$ cat src/rtl/alu_pkg.sv
// Shared opcodes, FSM state type and op-class helpers for alu_iter.
// Imported by alu_iter and alu_iter_muldiv.
package alu_pkg;

    localparam int ALU_OP_W = 5;
    typedef logic [ALU_OP_W-1:0] op_t;

    localparam op_t ALU_OP_ADD    = 5'd0;
    localparam op_t ALU_OP_SUB    = 5'd1;
    localparam op_t ALU_OP_SLL    = 5'd2;
    localparam op_t ALU_OP_SRL    = 5'd3;
    localparam op_t ALU_OP_SRA    = 5'd4;
    localparam op_t ALU_OP_XOR    = 5'd5;
    localparam op_t ALU_OP_OR     = 5'd6;
    localparam op_t ALU_OP_AND    = 5'd7;
    localparam op_t ALU_OP_SLT    = 5'd8;
    localparam op_t ALU_OP_SLTU   = 5'd9;
    localparam op_t ALU_OP_SGE    = 5'd10;
    localparam op_t ALU_OP_SGEU   = 5'd11;
    localparam op_t ALU_OP_SEQ    = 5'd12;
    localparam op_t ALU_OP_SNE    = 5'd13;
    localparam op_t ALU_OP_MUL    = 5'd16;
    localparam op_t ALU_OP_MULH   = 5'd17;
    localparam op_t ALU_OP_MULHSU = 5'd18;
    localparam op_t ALU_OP_MULHU  = 5'd19;
    localparam op_t ALU_OP_DIV    = 5'd20;
    localparam op_t ALU_OP_DIVU   = 5'd21;
    localparam op_t ALU_OP_REM    = 5'd22;
    localparam op_t ALU_OP_REMU   = 5'd23;

    typedef enum logic [1:0] {
        ST_IDLE,
        ST_MUL,
        ST_DIV,
        ST_DONE
    } state_e;

    function automatic logic is_mul(input op_t op);
        return (op >= ALU_OP_MUL) && (op <= ALU_OP_MULHU);
    endfunction

    function automatic logic is_div(input op_t op);
        return (op >= ALU_OP_DIV) && (op <= ALU_OP_REMU);
    endfunction

    function automatic logic is_muldiv(input op_t op);
        return is_mul(op) || is_div(op);
    endfunction

    function automatic logic is_rem(input op_t op);
        return (op == ALU_OP_REM) || (op == ALU_OP_REMU);
    endfunction

    // opb selects which operand is asked about (0: a, 1: b).
    function automatic logic is_signed(input op_t op, input logic opb);
        logic s;
        s = 1'b0;
        case (op)
            ALU_OP_MULH:   s = 1'b1;
            ALU_OP_MULHSU: s = !opb;
            ALU_OP_DIV:    s = 1'b1;
            ALU_OP_REM:    s = 1'b1;
            default:       s = 1'b0;
        endcase
        return s;
    endfunction

    function automatic logic is_legal(input op_t op);
        return (op <= ALU_OP_SNE) || is_muldiv(op);
    endfunction

endpackage

$ cat src/rtl/alu_iter_muldiv.sv
// Iterative multiply/divide datapath: one shared adder, XLEN steps.
// Ports: clk, rst_n, flush_i, start_i, op_i, a_i, b_i -> done_o, res_o.
module alu_iter_muldiv
    import alu_pkg::*;
#(
    parameter int XLEN = 32
) (
    input  logic            clk,
    input  logic            rst_n,
    input  logic            flush_i,
    input  logic            start_i,
    input  op_t             op_i,
    input  logic [XLEN-1:0] a_i,
    input  logic [XLEN-1:0] b_i,
    output logic            done_o,
    output logic [XLEN-1:0] res_o
);

    localparam int CW = $clog2(XLEN);

    logic [XLEN-1:0] hi_q, hi_d, lo_q, lo_d, dv_q, dv_d;
    logic [CW-1:0]   cnt_q, cnt_d;
    logic            busy_q, busy_d, mul_q, mul_d;
    logic            neg_q, neg_d, sel_q, sel_d;

    logic            sa, sb;
    logic [XLEN-1:0] mag_a, mag_b;
    logic [XLEN+1:0] add_a, add_b, sum;
    logic            ge;
    logic [XLEN-1:0] nhi, nlo, dres;
    logic [2*XLEN-1:0] prod;

    assign sa    = is_signed(op_i, 1'b0) & a_i[XLEN-1];
    assign sb    = is_signed(op_i, 1'b1) & b_i[XLEN-1];
    assign mag_a = sa ? -a_i : a_i;
    assign mag_b = sb ? -b_i : b_i;

    // Mul: hi += multiplicand when lo[0] set.
    // Div: {hi,lo msb} - divisor, sign bit = borrow.
    assign add_a = mul_q ? {2'b00, hi_q}
                         : {1'b0, hi_q, lo_q[XLEN-1]};
    assign add_b = mul_q ? {2'b00, dv_q & {XLEN{lo_q[0]}}}
                         : ~{2'b00, dv_q};
    assign sum   = add_a + add_b + {{(XLEN+1){1'b0}}, !mul_q};
    assign ge    = !sum[XLEN+1];

    always_comb begin
        nhi = hi_q;
        nlo = lo_q;
        if (mul_q) begin
            nhi = sum[XLEN:1];
            nlo = {sum[0], lo_q[XLEN-1:1]};
        end else begin
            nhi = ge ? sum[XLEN-1:0] : {hi_q[XLEN-2:0], lo_q[XLEN-1]};
            nlo = {lo_q[XLEN-2:0], ge};
        end
    end

    assign prod = neg_q ? -{nhi, nlo} : {nhi, nlo};
    assign dres = sel_q ? nhi : nlo;

    always_comb begin
        res_o = '0;
        if (mul_q) res_o = sel_q ? prod[2*XLEN-1:XLEN] : prod[XLEN-1:0];
        else       res_o = neg_q ? -dres : dres;
    end

    assign done_o = busy_q && (cnt_q == CW'(XLEN-1));

    always_comb begin
        hi_d   = hi_q;
        lo_d   = lo_q;
        dv_d   = dv_q;
        cnt_d  = cnt_q;
        busy_d = busy_q;
        mul_d  = mul_q;
        neg_d  = neg_q;
        sel_d  = sel_q;
        if (flush_i) begin
            busy_d = 1'b0;
            cnt_d  = '0;
        end else if (start_i) begin
            busy_d = 1'b1;
            cnt_d  = '0;
            hi_d   = '0;
            mul_d  = is_mul(op_i);
            lo_d   = is_mul(op_i) ? mag_b : mag_a;
            dv_d   = is_mul(op_i) ? mag_a : mag_b;
            sel_d  = is_mul(op_i) ? (op_i != ALU_OP_MUL) : is_rem(op_i);
            neg_d  = (is_rem(op_i)) ? sa : (sa ^ sb);
        end else if (busy_q) begin
            hi_d  = nhi;
            lo_d  = nlo;
            cnt_d = cnt_q + 1'b1;
            if (done_o) begin
                busy_d = 1'b0;
                cnt_d  = '0;
            end
        end
    end

    always_ff @(posedge clk or negedge rst_n) begin
        if (!rst_n) begin
            hi_q   <= '0;
            lo_q   <= '0;
            dv_q   <= '0;
            cnt_q  <= '0;
            busy_q <= 1'b0;
            mul_q  <= 1'b0;
            neg_q  <= 1'b0;
            sel_q  <= 1'b0;
        end else begin
            hi_q   <= hi_d;
            lo_q   <= lo_d;
            dv_q   <= dv_d;
            cnt_q  <= cnt_d;
            busy_q <= busy_d;
            mul_q  <= mul_d;
            neg_q  <= neg_d;
            sel_q  <= sel_d;
        end
    end

endmodule

$ cat src/rtl/alu_iter.sv
// EX-stage ALU: registered simple ops plus iterative RV M-extension unit.
// Ports: in_valid/in_ready/alu_op/a/b in, out_valid/out_ready/out/illegal out, flush.
module alu_iter
    import alu_pkg::*;
#(
    parameter int XLEN         = 32,
    parameter int SHAMT_WIDTH  = $clog2(XLEN),
    parameter int ALU_OP_WIDTH = 5
) (
    input  logic                    clk,
    input  logic                    rst_n,
    input  logic                    in_valid,
    output logic                    in_ready,
    input  logic [ALU_OP_WIDTH-1:0] alu_op,
    input  logic [XLEN-1:0]         a,
    input  logic [XLEN-1:0]         b,
    input  logic                    flush,
    output logic                    out_valid,
    input  logic                    out_ready,
    output logic [XLEN-1:0]         out,
    output logic                    illegal
);

    state_e          state_q, state_d;
    logic [XLEN-1:0] out_q, out_d;
    logic            ill_q, ill_d;

    op_t                    op;
    logic                   accept;
    logic [SHAMT_WIDTH-1:0] shamt;
    logic [XLEN-1:0]        simple, fast_res, md_res;
    logic                   b_zero, ovf, fast, md_start, md_done;

    assign op    = op_t'(alu_op);
    assign shamt = b[SHAMT_WIDTH-1:0];

    assign in_ready = !flush && ((state_q == ST_IDLE) ||
                                 (state_q == ST_DONE && out_ready));
    assign accept   = in_valid && in_ready;

    always_comb begin
        simple = '0;
        unique case (op)
            ALU_OP_ADD:  simple = a + b;
            ALU_OP_SUB:  simple = a - b;
            ALU_OP_SLL:  simple = a << shamt;
            ALU_OP_SRL:  simple = a >> shamt;
            ALU_OP_SRA:  simple = $unsigned($signed(a) >>> shamt);
            ALU_OP_XOR:  simple = a ^ b;
            ALU_OP_OR:   simple = a | b;
            ALU_OP_AND:  simple = a & b;
            ALU_OP_SLT:  simple = {{(XLEN-1){1'b0}}, $signed(a) < $signed(b)};
            ALU_OP_SLTU: simple = {{(XLEN-1){1'b0}}, a < b};
            ALU_OP_SGE:  simple = {{(XLEN-1){1'b0}}, $signed(a) >= $signed(b)};
            ALU_OP_SGEU: simple = {{(XLEN-1){1'b0}}, a >= b};
            ALU_OP_SEQ:  simple = {{(XLEN-1){1'b0}}, a == b};
            ALU_OP_SNE:  simple = {{(XLEN-1){1'b0}}, a != b};
            default:     simple = '0;
        endcase
    end

    // Divide cases whose result is known without iterating.
    assign b_zero   = (b == '0);
    assign ovf      = is_signed(op, 1'b0) &&
                      (a == {1'b1, {(XLEN-1){1'b0}}}) && (b == '1);
    assign fast     = is_div(op) && (b_zero || ovf);
    assign fast_res = b_zero ? (is_rem(op) ? a : '1)
                             : (is_rem(op) ? '0 : a);

    always_comb begin
        state_d  = state_q;
        out_d    = out_q;
        ill_d    = ill_q;
        md_start = 1'b0;
        if (flush) begin
            state_d = ST_IDLE;
        end else begin
            unique case (state_q)
                ST_MUL, ST_DIV: begin
                    if (md_done) begin
                        state_d = ST_DONE;
                        out_d   = md_res;
                        ill_d   = 1'b0;
                    end
                end
                default: begin
                    if (state_q == ST_DONE && out_ready) state_d = ST_IDLE;
                    if (accept) begin
                        state_d = ST_DONE;
                        ill_d   = 1'b0;
                        priority case (1'b1)
                            !is_legal(op): begin
                                out_d = '0;
                                ill_d = 1'b1;
                            end
                            fast: out_d = fast_res;
                            is_muldiv(op): begin
                                md_start = 1'b1;
                                state_d  = is_mul(op) ? ST_MUL : ST_DIV;
                            end
                            default: out_d = simple;
                        endcase
                    end
                end
            endcase
        end
    end

    always_ff @(posedge clk or negedge rst_n) begin
        if (!rst_n) begin
            state_q <= ST_IDLE;
            out_q   <= '0;
            ill_q   <= 1'b0;
        end else begin
            state_q <= state_d;
            out_q   <= out_d;
            ill_q   <= ill_d;
        end
    end

    alu_iter_muldiv #(.XLEN(XLEN)) u_muldiv (
        .clk     (clk),
        .rst_n   (rst_n),
        .flush_i (flush),
        .start_i (md_start),
        .op_i    (op),
        .a_i     (a),
        .b_i     (b),
        .done_o  (md_done),
        .res_o   (md_res)
    );

    assign out_valid = (state_q == ST_DONE);
    assign out       = out_q;
    assign illegal   = ill_q;

endmodule

$ cat config.mk
export PLATFORM = sky130hd
export DESIGN_NAME = alu_iter
export DESIGN_NICKNAME = d
export VERILOG_FILES = /design/src/rtl/alu_pkg.sv /design/src/rtl/alu_iter_muldiv.sv /design/src/rtl/alu_iter.sv
export SDC_FILE = /design/constraint.sdc
export NUM_CORES = 1
export LEC_CHECK = 0
export BUFFER_PORTS_ARGS = -buffer_cell sky130_fd_sc_hd__buf_2
export CAP_MARGIN = 5
export CORE_MARGIN = 1.5
export CORE_UTILIZATION = 35
export CTS_BUF_LIST = sky130_fd_sc_hd__clkbuf_4 sky130_fd_sc_hd__clkbuf_8
export DETAILED_ROUTE_END_ITERATION = 8
export GPL_TIMING_DRIVEN = 0
export MAX_ROUTING_LAYER = met4
export PLACE_DENSITY = 0.6
export SYNTH_ARGS = -nofsm -noshare
export SYNTH_HDL_FRONTEND = slang
export SYNTH_SLANG_ARGS = --single-unit
$ cat constraint.sdc
create_clock -name clk -period 10.6 [get_ports clk]
set_clock_uncertainty 0.2 [all_clocks]
set_input_delay 1.06 -clock clk [delete_from_list [all_inputs] [get_ports clk]]
set_output_delay 1.06 -clock clk [all_outputs]
set_load 0.02 [all_outputs]
==> results.py <==
metrics = {
    "logic_synthesis": {
        "syn_nets": 3790,
        "synthesis.area_sq_um": 24700,
        "synthesis.instances": 3574,
        "synth_compound_area_share_pct": 33.9,
        "count_of_yosys_warnings_during_synthesis": 0,
        "synth_xor_area_share_pct": 5.64,
        "synth_enable_flop_cells": 0,
        "post_synth_num_cell_types": 95,
        "postSynth.asyncResetShare_pct": 100,
        "synthFlopType": "dfrtp_1",
        "seq_area_frac_synth_pct": 14.2,
        "muxShareOfSynthArea_pct": 9.53,
        "yosys_register_bits": 140,
        "dominant_combinational_cell_family_by_area_after_synthesis": "compound AO/OA/AOI/OAI gates",
        "post_synth_fa_ha_maj_area_fraction_pct": 7.32,
        "postSynthAreaPerCell_sq_um": 6.90,
        "synth_simple_gate_area_share_pct": 22.5,
    },
    "grt": {
        "grt_start_max_net_pins": 92,
        "grt_pass1_vias": 29900,
        "antenna_found_initial": 20,
        "first_pass_grt_wire_length_um": 232000,
        "grt_overflow_total": 0,
        "grt_usage_pct": 47.2,
    },
    "drt": {
        "detailroute.via_count": 31800,
        "drt_iter0_markers": 4580,
        "drt_drc_violations_left": 0,
        "vias_per_cell": 6.79,
        "drt-total-wl_um": 169000,
        "route.antenna.remaining_nets": 0,
        "detail_route.wl_per_cell_um": 36.1,
        "firstDrtPassIters": 9,
    },
    "clock_tree": {
        "cts_buffers": 17,
        "clock_tree_root_buffer_cell": "clkbuf_8",
        "clkTransAtPathRegs_ns": 0.10,
        "clk-insertion-delay-late_ns": 0.54,
        "cts-hold-fix-buffers": 0,
        "cts_sink_cnt": 140,
        "ctsHtreeMaxLevel": 4,
        "cts_tree": "yes",
        "cts.path.max_buffers": 2,
    },
    "critical_path": {
        "critPathKind": "register to register",
        "critPathSlowestCell": "or4_4",
        "reg2reg_slack_ns": 0.23,
        "critPathArrivalTime_ns": 10.61,
        "cell_family_contributing_the_most_delay_on_the_critical_path": "buffers and inverters",
        "timing.critical_path.buf_inv": 14,
        "worst_setup_path_start_kind": "register",
        "worstSetupEndpointType": "register",
        "critical-path-top-cell-by-count": "clkbuf_4",
        "cp_max_fo": 37,
        "max_stage_delay_ns": 0.57,
        "required_ns": 10.85,
    },
    "floorplan": {
        "io_pins": 109,
        "initial_cell_density_of_the_core_pct": 35.3,
        "fp.coreArea_sq_um": 69900,
        "die_w_um": 269,
        "die_y_um": 269,
        "floorplan.rows": 97,
        "design.die.area_sq_um": 72100,
    },
    "outcome": {
        "run_status": "finished with violations",
        "violations_in_the_final_reports": "slew limit",
    },
    "sta": {
        "fin_crit_sh_pct": 97.8,
        "worstMarginPinSlew_ns": 1.66,
        "final.setup.worst_slack_ns": 0.234,
        "setup_tns_ns": 0,
        "max_slew_margin_pct": -11.0,
        "max_freq_mhz": 96.5,
        "report.final.slew_viol_count": 9,
        "final_hold_viol_count": 0,
        "grt_setup_unrepaired": "false",
        "report.final.setup_viol": 0,
        "min_period_ns": 10.37,
    },
    "cells_and_area": {
        "synthToLayoutAreaGrowth_pct": 9.44,
        "final_nets": 3927,
        "final_core_utilization_pct": 38.6,
        "layout-drive-gt1-share_pct": 8.38,
    },
    "placed_design": {
        "routabilityCongestion": 1.11,
        "port_buffers": 107,
        "pre_cts_slack_ns": -3.38,
        "dp_hpwl_um": 136000,
    },
    "pwr": {
        "cellPowerDensity_nw_per_um2": 316,
        "total_power_w": 0.00854,
        "power.static_leakage_nw": 10.9,
        "maximum_vdd_ir_drop_v": 0.000189,
    },
    "hold_path": {
        "min_path_type": "register to register",
    },
    "run": {
        "max_cap_viol_count": 0,
    },
}
-- cell usage after synthesis (17+ instances only) --
master | count | share of area [%]
a21oi_1 | 307 | 6.2
nand3_1 | 61 | 1.2
o31ai_1 | 63 | 1.9
mux2_2 | 56 | 2.6
nor2_1 | 325 | 4.9
clkbuf_1 | 219 | 3.3
xnor2_1 | 116 | 4.1
o211ai_1 | 40 | 1.2
and2_1 | 26 | 0.66
a2111oi_0 | 21 | 0.75
a31oi_1 | 38 | 0.96
mux4_2 | 20 | 1.8
a211o_1 | 24 | 0.85
o221ai_1 | 21 | 0.75
nor4_1 | 35 | 0.89
o21bai_1 | 20 | 0.61
a221oi_1 | 28 | 0.99
xor2_1 | 43 | 1.5
buf_1 | 46 | 0.70
a21o_1 | 45 | 1.4
nor2b_1 | 17 | 0.43
a22oi_1 | 43 | 1.3
a211oi_1 | 75 | 2.3
nand2b_1 | 37 | 0.94
o22ai_1 | 23 | 0.58
ha_1 | 138 | 7.0
o21ai_0 | 368 | 7.5
a221o_1 | 23 | 0.93
and3_1 | 18 | 0.46
dfrtp_1 | 140 | 14
nor3_1 | 90 | 1.8
or3_1 | 30 | 0.76
nand4_1 | 50 | 1.3
nand2_1 | 450 | 6.8
inv_1 | 144 | 2.2
mux2i_1 | 127 | 5.2
-- worst reg2reg max path: cells and delay by family (launching register included) --
family,cells,cell delay (ns)
compound gates,6,1.37
fa+ha+maj,2,0.76
buf+inv,14,3.69
flops,1,0.50
mux,2,0.55
simple gates,10,3.24
-- area by class of cell --
cell class | count | area (sq um)
Timing Repair Buffer | 121 | 652
Clock buffer | 17 | 234
Antenna cell | 23 | 57.6
Inverter | 145 | 544
Buffer | 283 | 1170
Multi-Input combinational cell | 3003 | 19500
Clock inverter | 15 | 150
Tap cell | 940 | 1180
Fill cell | 7777 | 42900
Sequential cell | 140 | 3500
-- power breakdown --
part	internal [W]	leakage, nW	switching, W
registers	0.000735	1.79	0.000250
logic	0.00212	8.90	0.00497
clock network	0.000175	0.187	0.000291
-- what timing repair did --
action / CTS / global route
endpoints found under the setup margin: 49 / 7
resized for setup: 25 / 4
pin swaps: 1 / 0
buffers inserted: 1 / 0
-- layer usage --
| layer | GRT usage, % | routed length (um) |
|---|---|---|
| met1 | 50.4 | 59100 |
| met2 | 71.6 | 73700 |
| met3 | 11.2 | 16700 |
| met4 | 45.1 | 19600 |
| met5 | - | 0 |
-- through the flow --
stage / instances / cell area [sq um] / hold WS, ns
after global placement: 4621 / 26400 / 0.267
after detailed placement: 4634 / 26500 / 0.268
after floorplan: 3574 / 24700 / 0.265
after CTS: 4666 / 26900 / 0.288
final: 4687 / 27000 / 0.282
after global routing: 4685 / 27000 / 0.309
-- cells in the final DEF (no fill, tap or decap), types with 45 or more instances in the layout --
cell type	count
nor3_1	90
nand2_1	450
ha_1	138
inv_1	144
nand3_1	61
nor2_1	325
a21o_1	45
o21ai_0	368
buf_2	126
o31ai_1	63
mux2_2	56
xnor2_1	116
dfrtp_1	139
mux2i_1	127
a211oi_1	74
nand4_1	50
clkbuf_1	210
a21oi_1	304
-- state kept, by name (all words and copies together), names as in the netlist --
register / flops
state_q: 2
u_muldiv.dv_q: 32
u_muldiv.sel_q: 1
illegal: 1
u_muldiv.cnt_q: 5
u_muldiv.hi_q: 32
u_muldiv.mul_q: 1
u_muldiv.neg_q: 1
u_muldiv.busy_q: 1
out: 32
u_muldiv.lo_q: 32
-- path summary, 6_finish.rpt --
| path | from | to | cells past startpoint |
|---|---|---|---|
| setup / recovery | u_muldiv.mul_q | out[30] | 34 |
| hold / removal | out[6] | out[6] | 2 |
| setup reg to reg | u_muldiv.mul_q | out[30] | 34 |
| hold reg to reg | out[6] | out[6] | 2 |
| max in group asynchronous | rst_n | out[12] | 2 |
| min in group asynchronous | rst_n | u_muldiv.hi_q[23] | 1 |
-- cell families after synthesis --
kind of cell / count (synthesis)
xor gates and xnor gates: 159
buffers and inverters: 431
and+or+nand+nor: 1209
AOI/OAI and AO/OA: 1290
muxes: 203
adders and majority gates: 142
DFF: 140
(Power assumes the default switching activity.)
